==> src/rtl/if_bus_fetch_pkg.sv <==
// ============================================================================
//  Module      : if_bus_fetch_pkg
//  Description : Shared types and constants for the IF-stage fetch bus master.
//  Revision    : 1.0 - initial release
// ============================================================================
`default_nettype none

package if_bus_fetch_pkg;

   localparam int WORD_ADDR_W = 30;
   localparam int WORD_DATA_W = 32;

   typedef logic [WORD_ADDR_W-1:0] WordAddrBus;
   typedef logic [WORD_DATA_W-1:0] WordDataBus;

   typedef enum logic [2:0] {
      FETCH_IDLE   = 3'd0,
      FETCH_REQ    = 3'd1,
      FETCH_ACCESS = 3'd2,
      FETCH_DRAIN  = 3'd3,
      FETCH_DONE   = 3'd4
   } fetch_state_e;

   localparam WordDataBus ISA_NOP = 32'h0000_0000;

   localparam logic READ    = 1'b1;
   localparam logic WRITE   = 1'b0;
   localparam logic ENABLE  = 1'b1;
   localparam logic DISABLE = 1'b0;

endpackage

`default_nettype wire

==> src/rtl/if_bus_fetch.sv <==
// ============================================================================
//  Module      : if_bus_fetch
//  Description : Instruction-fetch bus master: arbitrates, runs one read,
//                returns the word or a NOP on flush/timeout.
//  Revision    : 1.0 - initial release
// ============================================================================
`default_nettype none

module if_bus_fetch
   import if_bus_fetch_pkg::*;
#(
   parameter int unsigned TIMEOUT = 255,
   parameter int unsigned TO_W    = 8
) (
   input  logic       clk,
   input  logic       reset,
   input  logic       req_en,
   input  WordAddrBus req_pc,
   input  logic       flush,
   output logic       busy,
   output WordDataBus insn,
   output logic       fetch_err,
   output logic       bus_req,
   input  logic       bus_grant,
   output logic       bus_as,
   output logic       bus_rw,
   output WordAddrBus bus_addr,
   input  WordDataBus bus_rd_data,
   input  logic       bus_rdy
);

   localparam logic [TO_W-1:0] C_TIMEOUT = TO_W'(TIMEOUT);

   fetch_state_e    state_q, state_d;
   WordAddrBus      addr_q, addr_d;
   WordDataBus      insn_q, insn_d;
   logic            err_q, err_d;
   logic [TO_W-1:0] cnt_q, cnt_d;

   logic            on_bus;
   logic            expired;

   assign on_bus  = (state_q == FETCH_ACCESS) || (state_q == FETCH_DRAIN);
   assign expired = (cnt_q == C_TIMEOUT);

   always_ff @(posedge clk) begin
      if (reset) begin
         state_q <= FETCH_IDLE;
         addr_q  <= '0;
         insn_q  <= ISA_NOP;
         err_q   <= DISABLE;
         cnt_q   <= '0;
      end else begin
         state_q <= state_d;
         addr_q  <= addr_d;
         insn_q  <= insn_d;
         err_q   <= err_d;
         cnt_q   <= cnt_d;
      end
   end

   always_comb begin
      state_d = state_q;
      addr_d  = addr_q;
      insn_d  = insn_q;
      err_d   = DISABLE;
      cnt_d   = cnt_q;

      // Counter saturates on the compare so it can never wrap past TIMEOUT.
      if (on_bus && !expired) begin
         cnt_d = cnt_q + TO_W'(1);
      end

      unique case (state_q)
         FETCH_IDLE: begin
            if (req_en && !flush) begin
               addr_d  = req_pc;
               state_d = FETCH_REQ;
            end
         end
         FETCH_REQ: begin
            if (flush) begin
               state_d = FETCH_IDLE;
            end else if (bus_grant) begin
               cnt_d   = '0;
               state_d = FETCH_ACCESS;
            end
         end
         FETCH_ACCESS: begin
            if (bus_rdy) begin
               insn_d  = flush ? ISA_NOP : bus_rd_data;
               state_d = FETCH_DONE;
            end else if (expired) begin
               insn_d  = ISA_NOP;
               err_d   = ENABLE;
               state_d = FETCH_DONE;
            end else if (flush) begin
               state_d = FETCH_DRAIN;
            end
         end
         FETCH_DRAIN: begin
            // The slave has seen the strobe; wait it out, then discard.
            if (bus_rdy) begin
               insn_d  = ISA_NOP;
               state_d = FETCH_DONE;
            end else if (expired) begin
               insn_d  = ISA_NOP;
               err_d   = ENABLE;
               state_d = FETCH_DONE;
            end
         end
         FETCH_DONE: begin
            state_d = FETCH_IDLE;
         end
         default: begin
            state_d = FETCH_IDLE;
         end
      endcase
   end

   assign busy      = (state_q == FETCH_REQ) || on_bus ||
                      ((state_q == FETCH_IDLE) && req_en && !flush);
   assign bus_req   = (state_q == FETCH_REQ) || on_bus;
   assign bus_as    = on_bus;
   assign bus_rw    = READ;
   assign bus_addr  = addr_q;
   assign insn      = insn_q;
   assign fetch_err = err_q;

endmodule

`default_nettype wire

==> config.mk <==
export PLATFORM = sky130hd
export DESIGN_NAME = if_bus_fetch
export DESIGN_NICKNAME = d
export VERILOG_FILES = /design/src/rtl/if_bus_fetch_pkg.sv /design/src/rtl/if_bus_fetch.sv
export SDC_FILE = /design/constraint.sdc
export NUM_CORES = 1
export LEC_CHECK = 0
export ABC_AREA = 1
export BUFFER_PORTS_ARGS = -buffer_cell sky130_fd_sc_hd__buf_4
export CAP_MARGIN = 20
export CORE_ASPECT_RATIO = 0.7
export CORE_MARGIN = 5
export CORE_UTILIZATION = 41
export DETAILED_ROUTE_END_ITERATION = 12
export PLACE_DENSITY = 0.77
export SYNTH_ARGS = -nofsm -noshare
export SYNTH_HDL_FRONTEND = slang
export SYNTH_SLANG_ARGS = --single-unit
==> constraint.sdc <==
create_clock -name clk -period 1.5 [get_ports clk]
set_clock_uncertainty 0.1 [all_clocks]
set_input_delay 0.15 -clock clk [delete_from_list [all_inputs] [get_ports clk]]
set_output_delay 0.15 -clock clk [all_outputs]
set_load 0.03 [all_outputs]
==> impl_metrics.tcl <==
set metrics [dict create \
    status "complete, but fails checks" \
    violations "negative setup slack" \
    gr-total-overflow 0 \
    io_pins 135 \
    hold_viol 0 \
    synthTopCellsByCount "nand2_1, nor2_1, dfxtp_1" \
    critical_path_class "flip-flop to flip-flop" \
    cts_tree "built" \
    clockBufferDepth 2 \
    crit_slowest_cell "dfxtp_4" \
    syn-cell-area_mm2 0.00283 \
    cts_buffers 9 \
    die_h_um 79.5 \
    num_rows 25 \
    ys_async_sr_fraction 0 \
    hold_path_class "input port to flip-flop" \
    cp_cell_sequence "buf_4, nor3_4, and3_4, buf_8, nand2_1, a21oi_1" \
    drc 0 \
    power_mw 6.57 \
    dp_slack_ns -0.0691 \
    synth.distinct_cells 25 \
    htreeDepth 3 \
    rsz0062_at_grt "yes" \
    vias 3394 \
    grt_pass1_wl_mm 14.3 \
    final_cells 698 \
    crit_start "state_q[2]" \
    cpPeakStageDelay_ns 0.37 \
    grt_antenna_before_repair 2 \
    hold_start "flush" \
    globalplace.congestion 0.841 \
    post_drt_wl_per_cell_um 15.0 \
    die_w_um 109 \
    grt_pass1_vias 3283 \
    p_leak_nw 2.37 \
    core_mm2 0.00673 \
    numClockSinks 74 \
    synth_warnings 0 \
    io_buffer_count 133 \
    setup_viol 10 \
    synth_fp_nets 449 \
    synthTopCellsByArea "dfxtp_1, nand2_1, nor2_1" \
    area_growth_pct 84.7 \
    syn_inst 380 \
    dpl.cell_count 599 \
    min_period_over_period 1.04 \
    ir_drop_mv 0.835 \
    netlist.area_leader.share 0.524 \
    critical_path.top_delay_family "simple AND/OR/NAND/NOR gates" \
    yosys.area.top_type "dfxtp_1" \
    fp.dieArea_mm2 0.00868 \
    via_per_inst 4.86 \
    start_kind "flip-flop" \
    cp.required_ns 1.66 \
    insertion_delay_ns 0.34 \
    path_clk_slew_ns 0.08 \
    initial_core_util 0.420 \
    drt_wl_total_mm 10.4 \
    postRouteAntennaNets 0 \
    syn_avg_cell_area_um2 7.43 \
    cp.arrival_ns 1.71 \
    hpwl_mm 5.58 \
    dr.pass1.iters 4 \
    power.density_mw_per_mm2 1260 \
    synth.most_common_cell "nand2_1" \
    synth_flop_cell "dfxtp_1" \
    finalCriticalPeriod_ns 1.56 \
    ys_seq_area_frac 0.524 \
    track_usage 0.207 \
    drv_cap 0 \
    timing.fmax_mhz 643 \
    grt_max_degree 34 \
    timing.setup.tns_ns -0.189 \
    report.final.slew_viol_count 0 \
    worst_slack_ns -0.0557 \
    crit_buf_inv 2 \
    rr_startpoint "state_q[2]" \
    drive_gt1_frac 0.395 \
    fin_nets 666 \
    endpoint_kind "flip-flop" \
    synth_edf_count 0 \
    critPathMaxFanout 8 \
    synth-seq-cells 74 \
    cts-root-buf "clkbuf_8" \
    first_iter_violations 150 \
]
worst paths after layout:
check,slack (ns),cells past startpoint,end
worst min register to register,0.37,2,insn[10]
worst min-delay path,0.15,5,state_q[1]
worst max register to register,-0.06,6,insn[30]
worst max-delay path,-0.06,6,insn[30]
registers in the layout, summed over array words and instances (netlist names):
name / count
bus_addr: 30
cnt_q: 8
fetch_err: 1
insn: 32
state_q: 3
metrics by stage:
| stage | hold slack [ns] | util | cell area, um^2 |
|---|---|---|---|
| after global routing | 0.195 | 0.776 | 5220 |
| after global placement | 0.269 | 0.588 | 3960 |
| after CTS | 0.132 | 0.733 | 4930 |
| final | 0.149 | 0.776 | 5220 |
| after detailed placement | 0.268 | 0.588 | 3960 |
| after floorplan | 0.129 | - | 2830 |
worst register-to-register path, cell delays in order, from the launching register on:
cell,delay (ns)
dfxtp_4,0.37
buf_4,0.14
nor3_4,0.17
and3_4,0.30
buf_8,0.16
nand2_1,0.06
a21oi_1,0.18
final cells by class:
cell class,count,area [um^2]
flip-flops and latches,74,1490
fillers,442,1510
repair buffers,227,1990
multi-input cells,265,1320
clock buffers,10,138
well taps,94,118
inverters,20,77.6
clock inverters,6,72.6
diodes,2,5.00
power breakdown:
| part | leakage, nW | switching, mW | total, mW | internal [mW] |
|---|---|---|---|---|
| sequential | 0.604 | 0.159 | 2.37 | 2.21 |
| clock | 0.103 | 0.762 | 1.59 | 0.831 |
| combinational | 1.66 | 1.43 | 2.61 | 1.17 |
| total | 2.37 | 2.35 | 6.57 | 4.22 |
layout by cell type (no fill, tap or decap), types with 4 or more instances in the layout:
master	netlist	layout
nand2_2	2	16
buf_4	5	151
buf_6	3	4
nor2_1	78	72
inv_2	1	5
inv_1	19	14
dfxtp_2	0	4
nand3_1	7	5
dlygate4sd3_1	0	64
clkbuf_8	0	10
a21oi_1	37	23
a21oi_2	0	14
nor2_2	1	4
dfxtp_1	74	69
o21ai_0	34	33
nand2_1	93	76
clkbuf_16	0	4
timing repair:
item / 4_1_cts / 5_1_grt
gates cloned: 0 / 6
hold buffers: 64 / 0
setup buffers: 9 / 2
endpoints found under the setup margin: 6 / 46
pin swaps: 7 / 15
resized for setup: 19 / 47
hold endpoints to repair: 64 / 0
logic make-up (layout without fill, tap and decap cells):
kind of cell,after synthesis,in the layout,share of synthesized area
AND/OR/NAND/NOR,189,189,0.264
flip-flops,74,74,0.524
AO/OA/AOI/OAI,72,72,0.129
buffers and inverters,41,263,0.0704
XOR/XNOR,2,2,0.00620
adder cells (fa/ha/maj),1,1,0.00443
other,1,3,0.00133
per-layer routing:
layer / global-route usage / up-vias / wire (um)
li1: - / 1639 / -
met3: 0.0574 / 26 / 693
met1: 0.233 / 1594 / 4170
met5: 0 / - / 0
met2: 0.373 / 135 / 5240
met4: 0.0760 / 0 / 337
(Power assumes the default switching activity.)
